===== src/rtl/timer2_countdown.sv =====
// Count-down timer sharing timer2's 6-bit hh:mm:ss format.
// Software loads a start time and starts it; the block decrements once per tick and pulses done_o when it reaches zero.
//
// state   | meaning
// --------+-----------------------------------------------
// ST_IDLE | holding a loaded value, waiting for start_i
// ST_RUN  | counting down (also while paused)
// ST_DONE | expired, value 00:00:00, waiting for load_i
module timer2_countdown #(
    parameter int CLK_DIV = 1,
    parameter int CNT_W   = 26
) (
    input  logic       clk_i,
    input  logic       reset_i,
    input  logic       load_i,
    input  logic [5:0] sec_i,
    input  logic [5:0] min_i,
    input  logic [5:0] hour_i,
    input  logic       start_i,
    input  logic       pause_i,
    output logic [5:0] sec_o,
    output logic [5:0] min_o,
    output logic [5:0] hour_o,
    output logic       running_o,
    output logic       done_o
);

    typedef enum logic [1:0] {
        ST_IDLE = 2'd0,
        ST_RUN  = 2'd1,
        ST_DONE = 2'd2
    } state_t;

    localparam logic [CNT_W-1:0] PRE_LAST = CNT_W'(CLK_DIV - 1);

    state_t           state_q, state_d;
    logic [CNT_W-1:0] pre_q, pre_d;
    logic [5:0]       sec_q, sec_d;
    logic [5:0]       min_q, min_d;
    logic [5:0]       hour_q, hour_d;
    logic             done_q, done_d;

    logic [5:0]       ld_sec, ld_min, ld_hour;
    logic [5:0]       dec_sec, dec_min, dec_hour;
    logic             val_zero, dec_zero, tick;

    assign ld_sec   = (sec_i  > 6'd59) ? 6'd59 : sec_i;
    assign ld_min   = (min_i  > 6'd59) ? 6'd59 : min_i;
    assign ld_hour  = (hour_i > 6'd23) ? 6'd23 : hour_i;

    assign tick     = (pre_q == PRE_LAST);
    assign val_zero = (sec_q == 6'd0) && (min_q == 6'd0) && (hour_q == 6'd0);

    // Borrow chain; only evaluated for nonzero values since RUN never holds 00:00:00.
    always_comb begin
        dec_sec  = sec_q;
        dec_min  = min_q;
        dec_hour = hour_q;
        if (sec_q != 6'd0) begin
            dec_sec = sec_q - 6'd1;
        end else if (min_q != 6'd0) begin
            dec_sec = 6'd59;
            dec_min = min_q - 6'd1;
        end else if (hour_q != 6'd0) begin
            dec_sec  = 6'd59;
            dec_min  = 6'd59;
            dec_hour = hour_q - 6'd1;
        end
    end

    assign dec_zero = (dec_sec == 6'd0) && (dec_min == 6'd0) && (dec_hour == 6'd0);

    always_comb begin
        state_d = state_q;
        pre_d   = pre_q;
        sec_d   = sec_q;
        min_d   = min_q;
        hour_d  = hour_q;
        done_d  = 1'b0;

        if (load_i) begin
            sec_d   = ld_sec;
            min_d   = ld_min;
            hour_d  = ld_hour;
            pre_d   = '0;
            state_d = ST_IDLE;
        end else begin
            case (state_q)
                ST_IDLE: begin
                    if (start_i) begin
                        pre_d = '0;
                        if (val_zero) begin
                            state_d = ST_DONE;
                            done_d  = 1'b1;
                        end else begin
                            state_d = ST_RUN;
                        end
                    end
                end
                ST_RUN: begin
                    if (!pause_i) begin
                        if (tick) begin
                            pre_d  = '0;
                            sec_d  = dec_sec;
                            min_d  = dec_min;
                            hour_d = dec_hour;
                            if (dec_zero) begin
                                state_d = ST_DONE;
                                done_d  = 1'b1;
                            end
                        end else begin
                            pre_d = pre_q + 1'b1;
                        end
                    end
                end
                ST_DONE: begin
                    state_d = ST_DONE;
                end
                default: begin
                    state_d = ST_IDLE;
                end
            endcase
        end
    end

    always_ff @(posedge clk_i) begin
        if (reset_i) begin
            state_q <= ST_IDLE;
            pre_q   <= '0;
            sec_q   <= 6'd0;
            min_q   <= 6'd0;
            hour_q  <= 6'd0;
            done_q  <= 1'b0;
        end else begin
            state_q <= state_d;
            pre_q   <= pre_d;
            sec_q   <= sec_d;
            min_q   <= min_d;
            hour_q  <= hour_d;
            done_q  <= done_d;
        end
    end

    assign sec_o     = sec_q;
    assign min_o     = min_q;
    assign hour_o    = hour_q;
    assign running_o = (state_q == ST_RUN);
    assign done_o    = done_q;

endmodule


===== config.mk =====
export PLATFORM = sky130hd
export DESIGN_NAME = timer2_countdown
export DESIGN_NICKNAME = d
export VERILOG_FILES = /design/src/rtl/timer2_countdown.sv
export SDC_FILE = /design/constraint.sdc
export NUM_CORES = 1
export LEC_CHECK = 0
export CAP_MARGIN = 0
export CORE_MARGIN = 4
export CORE_UTILIZATION = 59
export DETAILED_ROUTE_END_ITERATION = 8
export MAX_ROUTING_LAYER = met4
export PLACE_DENSITY = 0.95
export SYNTH_ARGS = -nofsm -noshare
export SYNTH_HDL_FRONTEND = slang
export SYNTH_SLANG_ARGS = --single-unit

===== constraint.sdc =====
create_clock -name clk_i -period 4.4 [get_ports clk_i]
set_clock_uncertainty 0.05 [all_clocks]
set_input_delay 1.1 -clock clk_i [delete_from_list [all_inputs] [get_ports clk_i]]
set_output_delay 1.1 -clock clk_i [all_outputs]
set_load 0.03 [all_outputs]

==> flow_summary.json <==
{
  "max_cap_viol_count": 0,
  "placement.io_buffers": 42,
  "num_vias": 3131,
  "seq_power_share": 0.461,
  "core_area_um2": 4820,
  "vias_per_cell": 6.30,
  "postSynth.asyncResetShare": 0,
  "postRouteAntennaNets": 0,
  "antenna_found_initial": 0,
  "die_w_um": 79.2,
  "path_max_fanout": 12,
  "synth-seq-cells": 47,
  "slew_headroom": 0.486,
  "min_period_over_period": 0.702,
  "yosysTopAreaCell": "dfxtp_1",
  "post-place-cells": 489,
  "grtUsageTotal": 0.274,
  "cts_tree": "yes",
  "p_comb_frac": 0.254,
  "hold_ws_ns": 0.452,
  "antennaDiodeCount": 0,
  "hold_depth": 2,
  "crit_type": "flip-flop to flip-flop",
  "path_clk_slew_ns": 0.09,
  "cp.arrival_ns": 3.28,
  "clock_latency_ns": 0.31,
  "cts-root-buf": "clkbuf_8",
  "p_sw_uw": 326,
  "design_area_um2": 3570,
  "hold_viol": 0,
  "swShare": 0.327,
  "syn_area_um2": 2990,
  "reg2reg_slack_ns": 1.31,
  "grt_pass1_vias": 3036,
  "synth_area_per_cell_um2": 7.67,
  "finalNonFillerCells": 497,
  "hold_class": "flip-flop to flip-flop",
  "postCtsSetupBuffers": 0,
  "row_count": 25,
  "ys_types": 59,
  "worstSetupStartpointType": "flip-flop",
  "hold_end": "state_q[1]",
  "clockPowerShare": 0.285,
  "grt_max_degree": 24,
  "p_per_area_nw_per_um2": 279,
  "synth_edf_count": 0,
  "syn-num-nets": 422,
  "yosysWarnings": 0,
  "ctsHoldBuffers": 0,
  "post-route-drc-count": 0,
  "hpwl_um": 5940,
  "finalPower_uw": 995,
  "irDropWorstVdd_v": 0.000199,
  "ys.flop_type": "dfxtp_1",
  "drive_gt1_frac": 0.0651,
  "gpl.final_weighted_congestion": 0.999,
  "multi_input_area_um2": 1920,
  "clock_sinks": 47,
  "cts_resized": 0,
  "totalWireLength_um": 8150,
  "dieArea_um2": 6270,
  "overflow": 0,
  "fillers": 367,
  "synth-seq-area-share": 0.315,
  "max_freq_mhz": 324,
  "wl_per_cell_um": 16.4,
  "ff_latch_area_um2": 941,
  "numCtsBuffers": 5,
  "initial_utilization": 0.621,
  "worst_pin_slew_ns": 0.769,
  "p_int_uw": 669,
  "setup_viol": 0,
  "fin_crit_ns": 3.09,
  "final_nets": 461,
  "io_pins": 43,
  "synth_top_area_frac": 0.315,
  "hp-start": "state_q[1]",
  "reg2reg_from": "min_o[0]",
  "htreeDepth": 2,
  "power_leakage_nw": 1.25,
  "first_pass_iters": 5,
  "placed_area_um2": 3470,
  "r2r_cells": 9,
  "setup_tns_ns": 0,
  "grt_pass1_wl_um": 13500,
  "postSynthCellCount": 390,
  "die_height_um": 79.2,
  "drv_slew": 0,
  "cp_data_required_time_ns": 4.59,
  "rsz0062_at_grt": "no",
  "cp-end-kind": "flip-flop",
  "yosys-top-cells-area": "dfxtp_1 31%, nor2_1 9.2%, xnor2_1 3.8%",
  "r2r-end": "done_o",
  "outcome": "completed",
  "drt_iter0_markers": 308,
  "cts_max_path_buffers": 2,
  "syn2layout_area_growth_pct": 19.4
}
logic make-up (layout without fill, tap and decap cells):
family	count (synthesis)	count (layout)	synth area share
simple gates	201	201	0.349
compound gates	62	62	0.137
flops	47	47	0.315
buf+inv	34	74	0.0464
xor+xnor	24	24	0.0703
mux	13	13	0.0448
fa+ha+maj	9	9	0.0377
critical path: stages (launching register included):
cell      delay [ns]
dfxtp_1         0.40
inv_1           0.09
ha_1            0.22
or4b_1          0.55
nor4_4          0.48
nand2_2         0.07
a2111o_1        0.45
nor4_2          0.29
nand4_1         0.18
a211oi_2        0.23
through the flow:
step                setup WS (ns)  utilization
detailed placement           1.16        0.721
floorplan                    1.62            -
CTS                          1.36        0.741
global placement             1.29        0.721
global route                 1.14        0.741
finish                       1.31        0.741
per-layer routing:
layer	share of wire	GRT usage
met1	0.43	0.329
met2	0.47	0.456
met3	0.078	0.0590
met4	0.022	0.0928
met5	0	-
cell type report:
type                    count  area share
flip-flops and latches     47       0.264
clock buffers               6      0.0231
multi-input cells         309       0.537
clock inverters             2     0.00456
inverters                  19      0.0200
well taps                  67      0.0235
repair buffers             47       0.128
flip-flops by register name, summed over array words and instances (netlist names):
name     flops
state_q      2
sec_o        6
done_o       1
min_o        6
hour_o       6
pre_q       26
layout by cell type (no fill, tap or decap), types with 8 or more instances in the layout:
cell,n
mux2i_1,10
ha_1,9
and4_1,8
nor2_1,73
xor2_1,11
nor4_1,9
xnor2_1,13
nand2_1,26
o21ai_0,13
a31oi_1,9
inv_1,19
nand3_1,18
dfxtp_1,47
nor3_1,16
a21oi_1,17
nand4_1,10
clkdlybuf4s50_1,42
synthesized netlist by cell type (2+ instances only):
cell type	instances
clkbuf_1	7
nor3_1	16
nand4_1	10
a41oi_1	3
nand3_1	18
o211ai_1	2
mux2i_1	10
nor2b_1	6
xnor2_1	13
and3_1	4
ha_1	9
nand2b_1	2
nor4_1	10
or3_1	4
a21oi_1	17
nand3b_1	2
or4_1	2
and4_1	8
a31oi_1	9
o21ai_0	13
nand2_1	26
or2_2	3
inv_1	19
and3b_1	2
nor3b_1	3
nor2_1	73
and4b_1	2
buf_1	4
dfxtp_1	47
and2_1	2
xor2_1	11
mux2_2	3
o21a_1	2
buf_2	3
power groups by stage:
stage / clock network [mW] / registers, mW / logic [mW]
floorplan: 0 / 0.482 / 0.147
global placement: 0 / 0.467 / 0.236
detailed placement: 0 / 0.468 / 0.245
CTS: 0.285 / 0.458 / 0.248
global route: 0.307 / 0.461 / 0.271
finish: 0.284 / 0.459 / 0.252
how the worst max path moves through the flow:
stage | slack (ns) | start | end
floorplan | 1.62 | start_i | pre_q[19]
global placement | 1.29 | start_i | pre_q[21]
detailed placement | 1.16 | start_i | pre_q[21]
CTS | 1.36 | min_o[0] | done_o
global route | 1.14 | min_o[0] | state_q[1]
finish | 1.31 | min_o[0] | done_o
Power figures use the tool's default switching activity.
